<file path="config.mk">
export PLATFORM = sky130hd
export DESIGN_NAME = store_buffer
export DESIGN_NICKNAME = d
export VERILOG_FILES = /design/src/rtl/store_buffer.sv
export SDC_FILE = /design/constraint.sdc
export NUM_CORES = 1
export LEC_CHECK = 0
export BUFFER_PORTS_ARGS = -buffer_cell sky130_fd_sc_hd__buf_2
export CAP_MARGIN = 20
export CORE_MARGIN = 2
export CORE_UTILIZATION = 45
export DETAILED_ROUTE_END_ITERATION = 8
export PLACE_DENSITY = 0.65
export SLEW_MARGIN = 20
export SYNTH_ARGS = -nofsm -noshare
export SYNTH_HDL_FRONTEND = slang
export SYNTH_SLANG_ARGS = --single-unit
</file>
<file path="constraint.sdc">
create_clock -name clock -period 4.2 [get_ports clock]
set_clock_uncertainty 0.2 [all_clocks]
set_input_delay 0.42 -clock clock [delete_from_list [all_inputs] [get_ports clock]]
set_output_delay 0.42 -clock clock [all_outputs]
set_load 0.02 [all_outputs]
</file>
<file path="src/rtl/store_buffer.sv">
// store_buffer
//   Posted-write buffer sitting between the core's memory stage and a
//   single-ported data memory. Stores are queued and retired one per cycle
//   whenever the memory port is not claimed by a load. Loads read memory
//   combinationally and are forwarded from buffered stores that have not
//   yet reached memory.
//
// Ports
//   clock, reset        system clock; synchronous active-high reset
//   st_valid/st_ready   store handshake; st_addr/st_data store payload
//   ld_valid/ld_addr    load request; ld_data is the same-cycle result
//   mem_we/mem_addr/
//   mem_wd/mem_rd       data memory port (mem_rd combinational on mem_addr)
//   empty, count        buffer occupancy status
module store_buffer #(
    parameter int DEPTH = 4,
    parameter int AW    = 10
) (
    input  logic                     clock,
    input  logic                     reset,
    input  logic                     st_valid,
    output logic                     st_ready,
    input  logic [AW-1:0]            st_addr,
    input  logic [31:0]              st_data,
    input  logic                     ld_valid,
    input  logic [AW-1:0]            ld_addr,
    output logic [31:0]              ld_data,
    output logic                     mem_we,
    output logic [AW-1:0]            mem_addr,
    output logic [31:0]              mem_wd,
    input  logic [31:0]              mem_rd,
    output logic                     empty,
    output logic [$clog2(DEPTH):0]   count
);

    localparam int PW = $clog2(DEPTH);
    localparam int CW = PW + 1;
    localparam logic [CW-1:0] FULL = CW'(DEPTH);

    logic [AW-1:0] addr_q [DEPTH];
    logic [AW-1:0] addr_d [DEPTH];
    logic [31:0]   data_q [DEPTH];
    logic [31:0]   data_d [DEPTH];
    logic [PW-1:0] head_q, head_d;
    logic [PW-1:0] tail_q, tail_d;
    logic [CW-1:0] count_q, count_d;

    logic          push;
    logic          drain;
    logic          fwd_hit;
    logic [31:0]   fwd_data;
    logic [PW-1:0] idx;

    // Port arbitration: a load always owns the memory port; otherwise the
    // oldest buffered store retires. Reset suppresses both stores and writes.
    always_comb begin
        st_ready = !reset && !ld_valid && (count_q < FULL);
        push     = st_valid && st_ready;
        drain    = !reset && !ld_valid && (count_q != '0);
        mem_we   = drain;
        mem_addr = '0;
        mem_wd   = '0;
        if (ld_valid) begin
            mem_addr = ld_addr;
        end else if (drain) begin
            mem_addr = addr_q[head_q];
            mem_wd   = data_q[head_q];
        end
    end

    // Forwarding: walk live entries from oldest to youngest so that the
    // last match seen is the youngest store to that word.
    always_comb begin
        fwd_hit  = 1'b0;
        fwd_data = '0;
        idx      = '0;
        for (int i = 0; i < DEPTH; i++) begin
            idx = head_q + PW'(i);
            if ((CW'(i) < count_q) && (addr_q[idx] == ld_addr)) begin
                fwd_hit  = 1'b1;
                fwd_data = data_q[idx];
            end
        end
        ld_data = '0;
        if (ld_valid) begin
            ld_data = fwd_hit ? fwd_data : mem_rd;
        end
    end

    // Next-state for pointers, occupancy and the entry array. Pointers are
    // exactly PW bits wide so they wrap modulo DEPTH on their own; full and
    // empty are told apart only by the occupancy counter.
    always_comb begin
        head_d  = head_q;
        tail_d  = tail_q;
        count_d = count_q;
        addr_d  = addr_q;
        data_d  = data_q;
        if (push) begin
            addr_d[tail_q] = st_addr;
            data_d[tail_q] = st_data;
            tail_d         = tail_q + 1'b1;
        end
        if (drain) begin
            head_d = head_q + 1'b1;
        end
        case ({push, drain})
            2'b10:   count_d = count_q + 1'b1;
            2'b01:   count_d = count_q - 1'b1;
            default: count_d = count_q;
        endcase
    end

    // Control state is reset; stale entries are harmless once count is zero.
    always_ff @(posedge clock) begin
        if (reset) begin
            head_q  <= '0;
            tail_q  <= '0;
            count_q <= '0;
        end else begin
            head_q  <= head_d;
            tail_q  <= tail_d;
            count_q <= count_d;
        end
    end

    always_ff @(posedge clock) begin
        addr_q <= addr_d;
        data_q <= data_d;
    end

    assign empty = (count_q == '0);
    assign count = count_q;

endmodule
</file>
**Word-level counts from Yosys, hierarchy flattened**

Index checks and enable logic that the tools add are counted.

- Add/subtract/negate cells: 6
- Multipliers: 0
- Multiplexer cells: 45
- Div/mod/pow operators: 0
- Reduce and logical (&&, ||, !) cells: 14
- $lt $le $gt $ge: 11
- Bitwise gates (word level): 5
- Equality and inequality tests: 6
- Shift operators: 0

Operators by type and width:

| operator | count |
|---|---|
| 2-to-1 mux 32 bit | 17 |
| binary-select mux 32 bit (select 2 bit) | 4 |
| bitwise mux 128 bit | 1 |
| 2-to-1 mux 10 bit | 11 |
| binary-select mux 10 bit (select 2 bit) | 4 |
| demux 32 bit (select 2 bit) | 1 |
| bitwise mux 40 bit | 1 |
| equality test 10 bit | 4 |
| demux 10 bit (select 2 bit) | 1 |
| >= comparator 3 bit (second input constant) | 5 |
| NOT 2 -> 3 bit | 5 |
| logical AND 1 bit | 9 |
| less-than comparator 1 x 3 -> 1 bit (first input constant) | 2 |
| less-than comparator 2 x 3 -> 1 bit (first input constant) | 2 |
| case mux 3 bit (2 select lines) | 1 |
| adder 2 x 1 -> 2 bit (second input constant) | 2 |
| adder 2 bit (second input constant) | 2 |
| 2-to-1 mux 1 bit | 4 |
| adder 3 x 1 -> 3 bit (second input constant) | 1 |
| zero test 3 bit | 1 |
| less-than comparator 3 x 1 -> 1 bit (second input constant) | 1 |
| less-than comparator 3 bit (second input constant) | 1 |
| nonzero test 3 bit | 1 |
| subtractor 3 x 1 -> 3 bit (second input constant) | 1 |
| other kinds (4) | 5 |

- Input bits: 88
- Flip-flop bits (word level): 175
- Logic and storage cells: 98
- Bits in read-only memories: 0
- RAM bits: 0
- Memories kept: 0
- Latch bits: 0
- Output and inout port bits: 80

**Longest topological paths before layout**

- Depth in word-level cells: 12
- Mapped depth: 13
- Mapped depth without buffers: 9

**Least setup slack after synthesis**

No wires, ideal clock.

- Kind: reg-to-output
- From: register head_q[1]
- To: output port ld_data[10]
- Stages on the path, launching flop included: 12
- Slack: 0.647 ns
- Data required time: 3.580 ns
- Arrival: 2.933 ns
- Path buffers: 3
- Cell sequence: dfxtp_1 -> buf_6 -> mux4_2 -> xnor2_1 -> o2111ai_1 -> or4_1 -> or2_1 -> buf_6 -> buf_6 -> o221ai_1 -> o211ai_1 -> a31oi_1

- Word-level cells in the longest chain between the ends: 12
- Elaborated cells between the ends (all ways): 49
- Classes of those cells: add/sub: 3; eq/ne: 4; mux: 34; bitwise: 4; reduce/logical: 4

Ends and longest elaborated chain:

| item | RTL line | text |
|---|---|---|
| start, declared | 44 | `logic [PW-1:0] head_q, head_d;` |
| start signal, assigned | 117 | `head_q <= '0;` |
| start signal, assigned | 121 | `head_q <= head_d;` |
| adder 2 x 1 -> 2 bit / NOT 2 -> 3 bit (equally long branches) | 78, 79, 81 |  |
| NOT 2 -> 3 bit (implied by the code) / binary-select mux 10 bit (select 2 bit) (equally long branches) | 79, 81 |  |
| binary-select mux 10 bit (select 2 bit) / 2-to-1 mux 10 bit (equally long branches) | 79 | `if ((CW'(i) < count_q) && (addr_q[idx] == ld_addr)) begin` |
| 2-to-1 mux 10 bit (implied by the code) | 79 |  |
| 2-to-1 mux 10 bit (implied by the code) / equality test 10 bit (equally long branches) | 79 |  |
| equality test 10 bit / logical AND 1 bit (equally long branches) | 79 |  |
| logical AND 1 bit, or another cell as far along | 79 |  |
| 2-to-1 mux 32 bit / 2-to-1 mux 1 bit (equally long branches) (3 in series) | 79 |  |
| 2-to-1 mux 32 bit (*) | 86 | `ld_data = fwd_hit ? fwd_data : mem_rd;` |
| 2-to-1 mux 32 bit (*) | 85 | `if (ld_valid) begin` |
| end, declared | 27 | `output logic [31:0] ld_data,` |

Mark *: on every way between the ends. The rest lies on a longest branch, timed or not. The select of a mux whose other input is x is not followed.

**Worst setup path after layout**

- From: register head_q[1]
- To: output port ld_data[3]

Same word-level chain as after synthesis.

==> reports/metrics.yaml <==
yosys:
  synth_top_cell_by_area: "edfxtp_1"
  synthDistinctLibCells: 51
  synthesis.nets: 1132
  synth-seq-cells: 175
  ys_async_sr_fraction_pct: 0
  ys.warnings.count: 0
  ys.flop_type: "edfxtp_1"
  synth_area_leaders: "edfxtp_1 46%, mux2i_1 8.6%, mux2_2 6.8%"
  postSynthCellCount: 1035
  synth.cell_area_mm2: 0.0111
  synth-seq-area-share_pct: 46.8
  synth-edff-count: 168
  postSynthAreaPerCell_um2: 10.7
  synth_top_area_share_pct: 45.5
routing:
  num_vias: 9176
  via_per_inst: 5.95
  dr.pass1.iters: 5
  post_drt_wl_per_cell_um: 20.4
  wl_um: 31400
  ant_nets: 0
  drt_iter0_drc: 826
  drcViolationCount: 0
place:
  dp.final_hpwl_um: 20500
  numPortBuffers: 167
  place.gp.congestion: 0.889
  place_area_mm2: 0.0122
  dp.cells: 1456
power:
  total_power_mw: 4.16
  sequentialPowerShare_pct: 47.0
  p_sw_mw: 1.07
  comb_power_share_pct: 15.3
  p_int_mw: 3.10
  leakagePower_nw: 4.63
  p_per_area_mw_per_mm2: 309
  vdd_drop_max_v: 0.000255
  pwr-share-clk_pct: 37.7
  switching_share_pct: 25.6
clock_network:
  cts_inserted_buffers: 17
  clk_latency_ns: 0.43
  h-tree-depth: 4
  clock_sinks: 175
  cts-root-buf: "clkbuf_16"
  path_clk_slew_ns: 0.07
  cts_tree: "done"
  clockBufferDepth: 2
finish:
  synthToLayoutAreaGrowth_pct: 21.6
  drive_gt1_share_pct: 29.3
  n_antenna_cell: 0
  nNetsFinal: 1303
  finalNonFillerCells: 1542
  final_cell_area_mm2: 0.0135
sta:
  finalSetupViolations: 0
  period_share_pct: 98.2
  tightest_slew_ns: 0.906
  finalHoldViolations: 0
  slew-limit-headroom_pct: 39.6
  rsz0062_at_grt: "true"
  fin_setup_tns_ns: 0
  maxSlewViolCount: 0
  whs_ns: 0.0129
  period_needed_ns: 4.12
  clock.fmax_ghz: 0.243
floorplan:
  row_count: 57
  fp.dieH_um: 161
  initial_core_util_pct: 45.7
  pin_count: 168
  die_w_um: 161
  die-area_mm2: 0.0259
  core_area_mm2: 0.0242
global_route:
  grt_use_total_pct: 24.0
  overflow: 0
  grt_pass1_wl_um: 48500
  grt_antenna_before_repair: 0
  grt_pass1_vias: 8828
  grt_max_degree: 91
min_path:
  hold_path.class: "in2reg"
  worstHoldPathCells: 1
run:
  maxCapViolCount: 0
critical_path:
  crit_required_ns: 3.58
  critical_path_class: "reg2out"
  rr_worst_depth: 8
  crit_path_start_kind: "flop"
  worstPathMaxFanout: 9
  end_kind: "output pin"
  cp.arrival_ns: 3.50
status:
  outcome: "finished, final reports clean"
## cells in the mapped netlist (all sizes together) (5+ instances only)
| cell type | instances |
|---|---|
| a31oi | 32 |
| and3 | 5 |
| o221ai | 32 |
| a21oi | 37 |
| nor2 | 76 |
| edfxtp | 168 |
| inv | 7 |
| a32o | 5 |
| or3 | 5 |
| nor3 | 5 |
| xnor2 | 28 |
| nand3 | 6 |
| ha | 9 |
| buf | 47 |
| o21ai | 105 |
| clkbuf | 55 |
| mux2 | 67 |
| xor2 | 15 |
| mux2i | 96 |
| mux4 | 16 |
| dfxtp | 7 |
| o211ai | 65 |
| nand2 | 116 |
## logic make-up (layout without fill, tap and decap cells)
kind of cell	count (synthesis)	after routing	share of synthesized area, %
buffers and inverters	109	292	4.42
xor gates and xnor gates	43	43	3.40
and+or+nand+nor	227	227	8.52
muxes	179	179	18.9
DFF	175	175	46.8
AOI/OAI and AO/OA	293	293	17.0
adders and majority gates	9	9	1.02
## timing repair
action,4_1_cts,5_1_grt
buffers inserted,9,10
hold endpoints to repair,137,0
gates cloned,1,1
hold buffers,35,0
setup endpoints to repair,31,32
pin swaps,2,15
gates resized for setup,5,25
## power by group through the flow
stage | clock (mW) | sequential [mW] | combinational (mW)
finish | 1.57 | 1.96 | 0.638
global route | 1.65 | 1.96 | 0.688
CTS | 1.59 | 1.95 | 0.622
detailed placement | 0 | 2.00 | 0.583
global placement | 0 | 1.99 | 0.579
floorplan | 0 | 1.99 | 0.407
## final cells by class
cell class / instances / area (um^2)
clock buffers: 18 / 429
clock inverters: 13 / 153
fillers: 2095 / 10800
inverters: 7 / 28.8
multi-input cells: 751 / 5510
flip-flops and latches: 175 / 5190
well taps: 324 / 405
repair buffers: 254 / 1760
## sequential cells by signal, indices dropped and copies added (netlist names)
register and cells:
count 3, addr_q 40, data_q 128, head_q 2, tail_q 2
## through the flow
step	worst slack [ns]	util [%]
2_1_floorplan	0.647	-
6_report	0.0770	55.6
5_1_grt	-0.0391	55.6
4_1_cts	0.00148	54.6
3_5_place_dp	0.200	50.4
3_3_place_gp	0.348	50.4
## placed cells by master, fill, tap and decap left out, drive strengths merged, types with 2 or more instances in the layout
cell           n
o21ai        105
nor2          76
or2            2
nand2        116
xnor2         28
a21oi         37
nor3b          3
clkinv         3
inv           13
bufinv         2
a22o           3
mux2i         96
o2111ai        2
nand3          6
buf          218
clkinvlp       2
or3            5
o2111a         2
o221ai        32
nand4          2
nor3           5
and3           5
dlygate4sd3   35
a211oi         3
o22ai          2
ha             9
o211ai        65
a31oi         32
mux2          67
mux4          16
dfxtp          7
edfxtp       168
xor2          15
clkbuf        19
a32o           5
## final timing paths
kind | start | to | slack (ns)
max | head_q[1] | ld_data[3] | 0.08
min | st_data[2] | data_q[98] | 0.01
max reg2reg | count[0] | count[2] | 1.20
min reg2reg | tail_q[0] | tail_q[0] | 0.39
## per-layer routing
layer  share of wire (%)  vias up  global-route usage, %
met1                  43     4459                   32.6
met2                  47      361                   39.0
met4                 2.5        0                   9.17
li1                    -     4295                      -
met3                 6.7       61                   3.85
met5                   0        -                      0
## critical path, cell delays in order (launching register included)
cell	delay, ns
dfxtp_4	0.40
buf_12	0.13
mux4_2	0.55
a2111oi_4	0.29
o211ai_1	0.14
a211oi_2	0.27
o211ai_1	0.13
buf_4	0.17
buf_4	0.13
buf_4	0.17
o221ai_1	0.15
o211ai_1	0.14
a31oi_1	0.23
buf_4	0.17
(Power assumes the default switching activity.)
